$ cat src/rtl/riscv_pkg.sv
// Shared types and helpers for the RISC-V memory stage.
// The optional misaligned-access trap is enabled with MEM_MISALIGN_TRAP_EN.
package riscv_pkg;

    localparam int XLEN = 32;

    // Access size, encoded as funct3[1:0]
    typedef enum logic [1:0] {
        MEM_B = 2'b00,
        MEM_H = 2'b01,
        MEM_W = 2'b10
    } mem_size_t;

    // Memory-stage sequencer states
    typedef enum logic [1:0] {
        IDLE     = 2'b00,
        WAIT_GNT = 2'b01,
        WAIT_RV  = 2'b10
    } lsu_state_t;

    // The reserved size encoding 11 behaves as a word access
    function automatic mem_size_t decode_size(input logic [1:0] f);
        case (f)
            2'b00:   decode_size = MEM_B;
            2'b01:   decode_size = MEM_H;
            default: decode_size = MEM_W;
        endcase
    endfunction

    // True when the byte offset is not naturally aligned for the size
    function automatic logic is_misaligned(input mem_size_t sz, input logic [1:0] off);
        case (sz)
            MEM_H:   is_misaligned = off[0];
            MEM_W:   is_misaligned = (off != 2'b00);
            default: is_misaligned = 1'b0;
        endcase
    endfunction

    // Clears the offset bits that would make the access misaligned
    function automatic logic [1:0] align_off(input mem_size_t sz, input logic [1:0] off);
        case (sz)
            MEM_B:   align_off = off;
            MEM_H:   align_off = {off[1], 1'b0};
            default: align_off = 2'b00;
        endcase
    endfunction

endpackage

$ cat src/rtl/lsu_align.sv
// Byte-lane steering for stores and byte/half extraction plus extension for loads.
// Purely combinational; offsets are assumed already aligned for the size.
module lsu_align
    import riscv_pkg::*;
(
    input  mem_size_t        st_size_i,
    input  logic [1:0]       st_off_i,
    input  logic [XLEN-1:0]  st_data_i,
    output logic [3:0]       st_be_o,
    output logic [XLEN-1:0]  st_wdata_o,
    input  mem_size_t        ld_size_i,
    input  logic             ld_unsigned_i,
    input  logic [1:0]       ld_off_i,
    input  logic [XLEN-1:0]  ld_rdata_i,
    output logic [XLEN-1:0]  ld_data_o
);

    logic [7:0]  ld_byte_s;
    logic [15:0] ld_half_s;

    // Store path: replicate the datum across lanes and enable only the target lanes
    always_comb begin
        st_be_o    = 4'hF;
        st_wdata_o = st_data_i;
        case (st_size_i)
            MEM_B: begin
                st_be_o    = 4'b0001 << st_off_i;
                st_wdata_o = {4{st_data_i[7:0]}};
            end
            MEM_H: begin
                st_be_o    = 4'b0011 << {st_off_i[1], 1'b0};
                st_wdata_o = {2{st_data_i[15:0]}};
            end
            default: begin
                st_be_o    = 4'hF;
                st_wdata_o = st_data_i;
            end
        endcase
    end

    // Load path: pick the addressed byte/half, then sign- or zero-extend
    always_comb begin
        case (ld_off_i)
            2'b00:   ld_byte_s = ld_rdata_i[7:0];
            2'b01:   ld_byte_s = ld_rdata_i[15:8];
            2'b10:   ld_byte_s = ld_rdata_i[23:16];
            default: ld_byte_s = ld_rdata_i[31:24];
        endcase
        if (ld_off_i[1]) begin
            ld_half_s = ld_rdata_i[31:16];
        end else begin
            ld_half_s = ld_rdata_i[15:0];
        end
        case (ld_size_i)
            MEM_B:   ld_data_o = ld_unsigned_i ? {24'h000000, ld_byte_s}
                                               : {{24{ld_byte_s[7]}}, ld_byte_s};
            MEM_H:   ld_data_o = ld_unsigned_i ? {16'h0000, ld_half_s}
                                               : {{16{ld_half_s[15]}}, ld_half_s};
            default: ld_data_o = ld_rdata_i;
        endcase
    end

endmodule

$ cat src/rtl/mem_stage_lsu.sv
// Memory stage of the 5-stage RISC-V pipeline: req/gnt/rvalid data-memory
// sequencer, request latch and registered MEM/WB outputs.
// Define MEM_MISALIGN_TRAP_EN to trap misaligned accesses instead of aligning them down.
module mem_stage_lsu #(
    parameter int XLEN      = 32,
    parameter int RF_ADDR_W = 32
) (
    input  logic                 clk,
    input  logic                 rst_n,
    input  logic                 valid_i,
    input  logic                 rf_we_i,
    input  logic                 mem_we_i,
    input  logic                 mem2rf_i,
    input  logic [1:0]           mem_size_i,
    input  logic                 mem_unsigned_i,
    input  logic [XLEN-1:0]      mem_wdata_i,
    input  logic [RF_ADDR_W-1:0] rf_waddr_i,
    input  logic [XLEN-1:0]      alu_result_i,
    output logic                 stall_o,
    output logic                 dmem_req_o,
    output logic                 dmem_we_o,
    output logic [XLEN-1:0]      dmem_addr_o,
    output logic [3:0]           dmem_be_o,
    output logic [XLEN-1:0]      dmem_wdata_o,
    input  logic                 dmem_gnt_i,
    input  logic                 dmem_rvalid_i,
    input  logic [XLEN-1:0]      dmem_rdata_i,
    output logic                 wb_valid_o,
    output logic                 rf_we_o,
    output logic [RF_ADDR_W-1:0] rf_waddr_o,
    output logic [XLEN-1:0]      rf_wdata_o,
    output logic                 misalign_o
);
    import riscv_pkg::*;

    lsu_state_t             state_r, state_nxt_s;
    mem_size_t              size_s;
    logic [1:0]             off_s;
    logic                   is_mem_s, is_store_s, misalign_s, issue_s;
    logic [3:0]             st_be_s;
    logic [XLEN-1:0]        st_wdata_s, ld_data_s;

    // Latched copy of the request, held until the access finishes
    logic                   lat_we_r, lat_unsigned_r, lat_rf_we_r;
    mem_size_t              lat_size_r;
    logic [1:0]             lat_off_r;
    logic [3:0]             lat_be_r;
    logic [XLEN-1:0]        lat_wdata_r, lat_alu_r;
    logic [RF_ADDR_W-1:0]   lat_waddr_r;

    assign size_s     = decode_size(mem_size_i);
    assign is_mem_s   = valid_i & (mem_we_i | mem2rf_i);
    assign is_store_s = mem_we_i;
    assign issue_s    = is_mem_s & ~misalign_s;

    // Misaligned handling: trap, or silently align the offset down
    always_comb begin
`ifdef MEM_MISALIGN_TRAP_EN
        misalign_s = is_misaligned(size_s, alu_result_i[1:0]);
        off_s      = alu_result_i[1:0];
`else
        misalign_s = 1'b0;
        off_s      = align_off(size_s, alu_result_i[1:0]);
`endif
    end

    lsu_align u_align (
        .st_size_i     (size_s),
        .st_off_i      (off_s),
        .st_data_i     (mem_wdata_i),
        .st_be_o       (st_be_s),
        .st_wdata_o    (st_wdata_s),
        .ld_size_i     (lat_size_r),
        .ld_unsigned_i (lat_unsigned_r),
        .ld_off_i      (lat_off_r),
        .ld_rdata_i    (dmem_rdata_i),
        .ld_data_o     (ld_data_s)
    );

    // State register
    always_ff @(posedge clk or negedge rst_n) begin
        if (!rst_n) begin
            state_r <= IDLE;
        end else begin
            state_r <= state_nxt_s;
        end
    end

    // Next-state logic
    always_comb begin
        state_nxt_s = state_r;
        case (state_r)
            IDLE: begin
                if (issue_s) begin
                    if (!dmem_gnt_i) begin
                        state_nxt_s = WAIT_GNT;
                    end else if (is_store_s) begin
                        state_nxt_s = IDLE;
                    end else begin
                        state_nxt_s = WAIT_RV;
                    end
                end else begin
                    state_nxt_s = IDLE;
                end
            end
            WAIT_GNT: begin
                if (!dmem_gnt_i) begin
                    state_nxt_s = WAIT_GNT;
                end else if (lat_we_r) begin
                    state_nxt_s = IDLE;
                end else begin
                    state_nxt_s = WAIT_RV;
                end
            end
            WAIT_RV: begin
                if (dmem_rvalid_i) begin
                    state_nxt_s = IDLE;
                end else begin
                    state_nxt_s = WAIT_RV;
                end
            end
            default: state_nxt_s = IDLE;
        endcase
    end

    // Memory port and stall outputs; IDLE drives straight from EX/MEM, WAIT_GNT from the latch
    always_comb begin
        stall_o      = 1'b0;
        dmem_req_o   = 1'b0;
        dmem_we_o    = 1'b0;
        dmem_addr_o  = {XLEN{1'b0}};
        dmem_be_o    = 4'h0;
        dmem_wdata_o = {XLEN{1'b0}};
        case (state_r)
            IDLE: begin
                if (issue_s) begin
                    dmem_req_o   = 1'b1;
                    dmem_we_o    = is_store_s;
                    dmem_addr_o  = {alu_result_i[XLEN-1:2], 2'b00};
                    dmem_be_o    = st_be_s;
                    dmem_wdata_o = st_wdata_s;
                    stall_o      = ~is_store_s | ~dmem_gnt_i;
                end else begin
                    stall_o      = 1'b0;
                end
            end
            WAIT_GNT: begin
                dmem_req_o   = 1'b1;
                dmem_we_o    = lat_we_r;
                dmem_addr_o  = {lat_alu_r[XLEN-1:2], 2'b00};
                dmem_be_o    = lat_be_r;
                dmem_wdata_o = lat_wdata_r;
                stall_o      = ~lat_we_r | ~dmem_gnt_i;
            end
            WAIT_RV: stall_o = ~dmem_rvalid_i;
            default: stall_o = 1'b0;
        endcase
    end

    // Capture the request when it is first issued from IDLE
    always_ff @(posedge clk or negedge rst_n) begin
        if (!rst_n) begin
            lat_we_r       <= 1'b0;
            lat_unsigned_r <= 1'b0;
            lat_rf_we_r    <= 1'b0;
            lat_size_r     <= MEM_B;
            lat_off_r      <= 2'b00;
            lat_be_r       <= 4'h0;
            lat_wdata_r    <= {XLEN{1'b0}};
            lat_alu_r      <= {XLEN{1'b0}};
            lat_waddr_r    <= {RF_ADDR_W{1'b0}};
        end else if ((state_r == IDLE) && issue_s) begin
            lat_we_r       <= is_store_s;
            lat_unsigned_r <= mem_unsigned_i;
            lat_rf_we_r    <= rf_we_i & ~is_store_s;
            lat_size_r     <= size_s;
            lat_off_r      <= off_s;
            lat_be_r       <= st_be_s;
            lat_wdata_r    <= st_wdata_s;
            lat_alu_r      <= alu_result_i;
            lat_waddr_r    <= rf_waddr_i;
        end else begin
            lat_we_r       <= lat_we_r;
        end
    end

    // MEM/WB registers: load on op completion, otherwise insert a bubble
    always_ff @(posedge clk or negedge rst_n) begin
        if (!rst_n) begin
            wb_valid_o <= 1'b0;
            rf_we_o    <= 1'b0;
            rf_waddr_o <= {RF_ADDR_W{1'b0}};
            rf_wdata_o <= {XLEN{1'b0}};
            misalign_o <= 1'b0;
        end else begin
            wb_valid_o <= 1'b0;
            rf_we_o    <= 1'b0;
            misalign_o <= 1'b0;
            case (state_r)
                IDLE: begin
                    if (valid_i && (!is_mem_s || misalign_s || (is_store_s && dmem_gnt_i))) begin
                        wb_valid_o <= 1'b1;
                        rf_we_o    <= rf_we_i & ~is_mem_s;
                        misalign_o <= is_mem_s & misalign_s;
                        rf_waddr_o <= rf_waddr_i;
                        rf_wdata_o <= alu_result_i;
                    end
                end
                WAIT_GNT: begin
                    if (lat_we_r && dmem_gnt_i) begin
                        wb_valid_o <= 1'b1;
                        rf_waddr_o <= lat_waddr_r;
                        rf_wdata_o <= lat_alu_r;
                    end
                end
                WAIT_RV: begin
                    if (dmem_rvalid_i) begin
                        wb_valid_o <= 1'b1;
                        rf_we_o    <= lat_rf_we_r;
                        rf_waddr_o <= lat_waddr_r;
                        rf_wdata_o <= ld_data_s;
                    end
                end
                default: wb_valid_o <= 1'b0;
            endcase
        end
    end

endmodule

$ cat config.mk
export PLATFORM = sky130hd
export DESIGN_NAME = mem_stage_lsu
export DESIGN_NICKNAME = d
export VERILOG_FILES = /design/src/rtl/riscv_pkg.sv /design/src/rtl/lsu_align.sv /design/src/rtl/mem_stage_lsu.sv
export SDC_FILE = /design/constraint.sdc
export NUM_CORES = 1
export LEC_CHECK = 0
export ABC_AREA = 0
export CORE_ASPECT_RATIO = 1.5
export CORE_MARGIN = 4
export CORE_UTILIZATION = 30
export CTS_CLUSTER_SIZE = 8
export DETAILED_ROUTE_END_ITERATION = 12
export HOLD_SLACK_MARGIN = 0.12
export SETUP_SLACK_MARGIN = 0.15
export SLEW_MARGIN = 40
export SYNTH_ARGS = -nofsm -noshare
export SYNTH_HDL_FRONTEND = slang
export SYNTH_HIERARCHICAL = 1
export SYNTH_SLANG_ARGS = --single-unit
$ cat constraint.sdc
create_clock -name clk -period 2.5 [get_ports clk]
set_input_delay 0.5 -clock clk [delete_from_list [all_inputs] [get_ports clk]]
set_output_delay 0.5 -clock clk [all_outputs]
set_load 0.01 [all_outputs]
==> results by stage <==
Outcome:
- The run finished, with violations left.
- The checks that failed: negative setup slack.

Power:
- The cell-internal power is 9.13 mW.
- The ratio of total power to cell area is 903 nW/um2.
- The clock power share is 20.7%.
- The analysis attributes to net switching a power of 4.76 mW.
- In this run switching power makes up 34.3% of total power.
- The share of total power in sequential cells is 32.5%.
- Summed over all cells, the static leakage comes to 7.52 nW.
- Across the VDD grid, the largest voltage drop is 488 uV.
- The fraction of power consumed by combinational cells is 46.8%.

STA:
- The time the worst path needs with I/O delays and setup is 2.52 ns.
- Setup repair after global routing could not meet its margin everywhere.
- Across the routed clock network, the largest skew measured is 0.00922 ns.
- Setup violations remaining at the end of the flow were counted as 8.
- The headroom to the max-slew limit is 61.5%.
- The transition time of the tightest slew-check pin is 0.577 ns.
- The minimum setup slack in the final design is -0.0191 ns.
- Static timing analysis puts the maximum clock frequency at 397 MHz.
- The share of the clock period used by the worst path is 101%.
- The final number of hold-violating endpoints is 0.
- Adding up every negative setup slack in the final design gives -0.0990 ns.
- The number of max-slew violations in the final report was 0.

Floorplanning:
- In this run the vertical extent of the chip is 228 um.
- After floorplanning, the core was divided into 80 placement rows.
- The overall die area is 35200 um2.
- The floorplan step defined a core boundary enclosing 31800 um2.
- The number of placed I/O pins is 277.
- The initial cell density of the core is 30.3%.
- The width of the die is 154 um.

Setup path:
- For the worst flop-to-flop path, the logic depth is 10.
- Along the worst path, the maximum fanout reaches 8.
- The worst register-to-register path ends at rf_waddr_o[29]$_DFFE_PN0P_.
- The worst setup path is captured at an output port.
- The worst register-to-register path begins at state_r[0]$_DFF_PN0_.
- For flop-to-flop paths, the worst setup slack is 0.19 ns.
- The classification of the worst setup path is reg2out.
- The data arrival time of the worst path is 2.02 ns.
- The sort of element at the start of the critical path is a register.
- STA puts the critical path data required time at 2.00 ns.

GRT:
- The number of global-route vias before repair is 9254.
- Global routing used 19.5% of the available tracks.
- The maximum number of pins on one net before global-route repair is 63.
- The wire length of the first global-routing pass is 53500 um.
- Summed over all layers, the global routing overflow is 0.
- The number of antenna violations at the first check in global routing is 2.

Yosys:
- After synthesis, the share of flip-flops with an asynchronous set or reset is 100%.
- The synthesized instance count is 1090.
- The parity-gate share of the synthesized area counting xor and xnor cells is 0%.
- The number of distinct library cells after synthesis is 40.
- After synthesis the netlist holds a flip-flop and latch count of 175.
- After Yosys synthesis, full adders, half adders and majority gates account for 0.518% of the synthesized area.
- After synthesis, the largest family of logic cells by area is simple AND/OR/NAND/NOR gates.
- The netlist area before placement is 9660 um2.
- A synthesized cell averages 8.86 um2.
- The number of warnings printed during yosys synthesis is 6.
- The synthesized design contains 0 enable-type register cells.
- Summing the areas of all compound-gate instances in the mapped netlist gives 7.84% of the synthesized area.
- The most instantiated flip-flop cell in the synthesis netlist is dfrtp_1.
- After synthesis, flip-flops and latches occupy 45.3% of the total area.
- The post-synthesis mux area share is 18.5%.
- After Yosys synthesis, and, or, nand and nor cells account for 22.8% of the synthesized area.

Hold path:
- Along the worst hold path, the cell count comes to 2.
- The tightest min-delay check is of the reg2reg type.
- The worst min-delay path endpoint is lat_waddr_r[27]$_DFFE_PN0P_.
- The beginning of the worst hold path is lat_waddr_r[27]$_DFFE_PN0P_.

Place:
- The post-detailed-placement half-perimeter wirelength is 24200 um.
- The number of buffer cells added on primary ports is 273.
- The global placer's final weighted congestion is 0.840.
- The worst slack after detailed placement is -0.540 ns.

Clocking:
- The number of buffers added by the clock tree synthesis step is 17.
- The tree is rooted in a clkbuf_16.
- TritonCTS built the clock tree.
- The maximum buffer depth of the clock tree is 2.
- The clock sink count is 175.
- At the later pin of the worst-skew pair, clock insertion delay measures 0.45 ns.
- Clock-pin slew was measured on the worst setup and hold paths at 0.07 ns.
- The number of H-tree levels is 4.

Finish:
- The net count of the finished layout is 1596.
- Cells with a size suffix above 1 make up 34.1% of the layout.
- The total of fill cells in the finished design is 2996.
- At the end of the flow the core is filled with cells to 48.4%.
- The relative area change from synthesis to final layout is 59.4%.

Route:
- The first detailed-routing pass took 5 iterations.
- In this run the remaining antenna-violating nets after routing total 0.
- Using the TritonRoute via totals, the vias-per-cell ratio works out to 4.82.
- The number of violations reported at the end of detailed-routing iteration 0 is 430.
- In the final routed layout, each cell accounts on average for 18.8 um.
- Summing over every cut layer, the via total after detailed routing is 9053.
- For this block, the routed nets add up to 35300 um of wire.
- After detailed routing, the number of remaining DRC violations is 0.

Flow run:
- Max-cap violations in this run came to 0.
per-stage QoR:
stage	hold WS (ns)	cell area, um2	cells	power, mW
after floorplan	0.204	9660	1092	7.64
after CTS	0.478	14500	1849	13.7
after detailed placement	0.458	13400	1784	10.5
after global routing	0.484	15400	1878	14.7
after global placement	0.451	13400	1784	10.4
final	0.472	15400	1878	13.9
layer usage:
layer  part of all wire, %  global-route usage [%]  vias up
li1                      -                       -     4290
met1                    39                    22.6     4421
met2                    53                    34.7      280
met3                   4.4                    3.81       62
met4                   3.2                    8.31        0
met5                     0                       0        -
layout make-up:
cell class                      count  area, um2  share of cell area [%]
Sequential cell                   175       4380                    28.5
Antenna cell                        2       5.00                  0.0325
Tap cell                          410        513                    3.33
Clock inverter                     11        154                    1.00
Clock buffer                       21        460                    2.99
Multi-Input combinational cell    828       5500                    35.8
Inverter                            5       18.8                   0.122
Timing Repair Buffer              426       4360                    28.3
cell usage in the layout, fill, tap and decap left out, types with 4 or more instances in the layout:
cell type	instances
clkdlybuf4s50_1	201
nor2b_1	19
nand2b_1	4
nand2_2	52
buf_2	10
mux2i_1	22
nand2_1	377
o22a_1	7
clkbuf_16	18
buf_16	7
o21ai_0	9
nor2_1	38
a31oi_1	30
dfrtp_1	175
nand2_4	59
mux2_4	63
buf_4	113
mux2_2	55
a21oi_1	45
buf_12	20
buf_6	66
o221ai_1	8
Yosys cell counts, types with 4 or more instances:
master / number / share of area, %
ha_1: 4 / 0.52
nand2_1: 490 / 19
buf_2: 10 / 0.52
a31oi_1: 30 / 1.9
nor2_1: 39 / 1.5
mux2_4: 62 / 9.6
buf_6: 11 / 1.3
clkbuf_1: 42 / 1.6
o22a_1: 7 / 0.63
inv_1: 5 / 0.19
buf_4: 14 / 1.1
nand2b_1: 4 / 0.26
o221ai_1: 8 / 0.73
buf_1: 7 / 0.27
o21ai_0: 9 / 0.47
nor2b_1: 21 / 1.4
mux2_2: 56 / 6.5
dfrtp_1: 175 / 45
a21oi_1: 45 / 2.3
mux2i_1: 22 / 2.3
critical path, stage by stage, from the launching register on:
cell and delay (ns):
dfrtp_1 0.40, inv_2 0.09, ha_4 0.16, nand2_4 0.06
nor2_4 0.12, buf_12 0.16, buf_6 0.11, buf_12 0.09
buf_16 0.14, nand2_4 0.06, nand2_2 0.07, buf_6 0.10
kinds of logic (layout without fill, tap and decap cells):
family | Yosys count | in the layout
DFF | 175 | 175
AOI/OAI and AO/OA | 118 | 118
other | 1 | 5
muxes | 140 | 140
and+or+nand+nor | 563 | 563
buffers and inverters | 89 | 463
adders and majority gates | 4 | 4
sequential cells by signal, indices dropped and copies added (netlist names):
| name | flops |
|---|---|
| lat_off_r | 2 |
| lat_be_r | 4 |
| lat_rf_we_r | 1 |
| lat_unsigned_r | 1 |
| lat_alu_r | 32 |
| wb_valid_o | 1 |
| lat_wdata_r | 32 |
| rf_wdata_o | 32 |
| lat_size_r | 2 |
| state_r | 2 |
| rf_waddr_o | 32 |
| lat_we_r | 1 |
| lat_waddr_r | 32 |
| rf_we_o | 1 |
power groups by stage:
stage / clock network [mW] / logic [mW] / registers (mW)
after floorplan: 0 / 3.03 / 4.61
after global placement: 0 / 5.90 / 4.53
after detailed placement: 0 / 5.96 / 4.55
after CTS: 2.97 / 6.21 / 4.52
after global routing: 3.08 / 6.98 / 4.64
final: 2.88 / 6.51 / 4.51
worst max-delay path by stage:
stage	from	end	cells past startpoint
after floorplan	state_r[0]$_DFF_PN0_	dmem_addr_o[27]	8
after global placement	mem_size_i[1]	dmem_wdata_o[11]	7
after detailed placement	mem_size_i[1]	dmem_be_o[3]	9
after CTS	state_r[0]$_DFF_PN0_	dmem_addr_o[8]	11
after global routing	state_r[0]$_DFF_PN0_	dmem_addr_o[8]	11
final	state_r[0]$_DFF_PN0_	dmem_addr_o[14]	11
repair_timing:
action / CTS / global route
resized for setup: 393 / 156
cloned: 5 / 1
endpoints found under the setup margin: 69 / 69
pin swaps: 8 / 54
hold endpoints to repair: 38 / 0
hold buffers: 1 / 0
buffers inserted: 27 / 26
(Power assumes the default switching activity.)
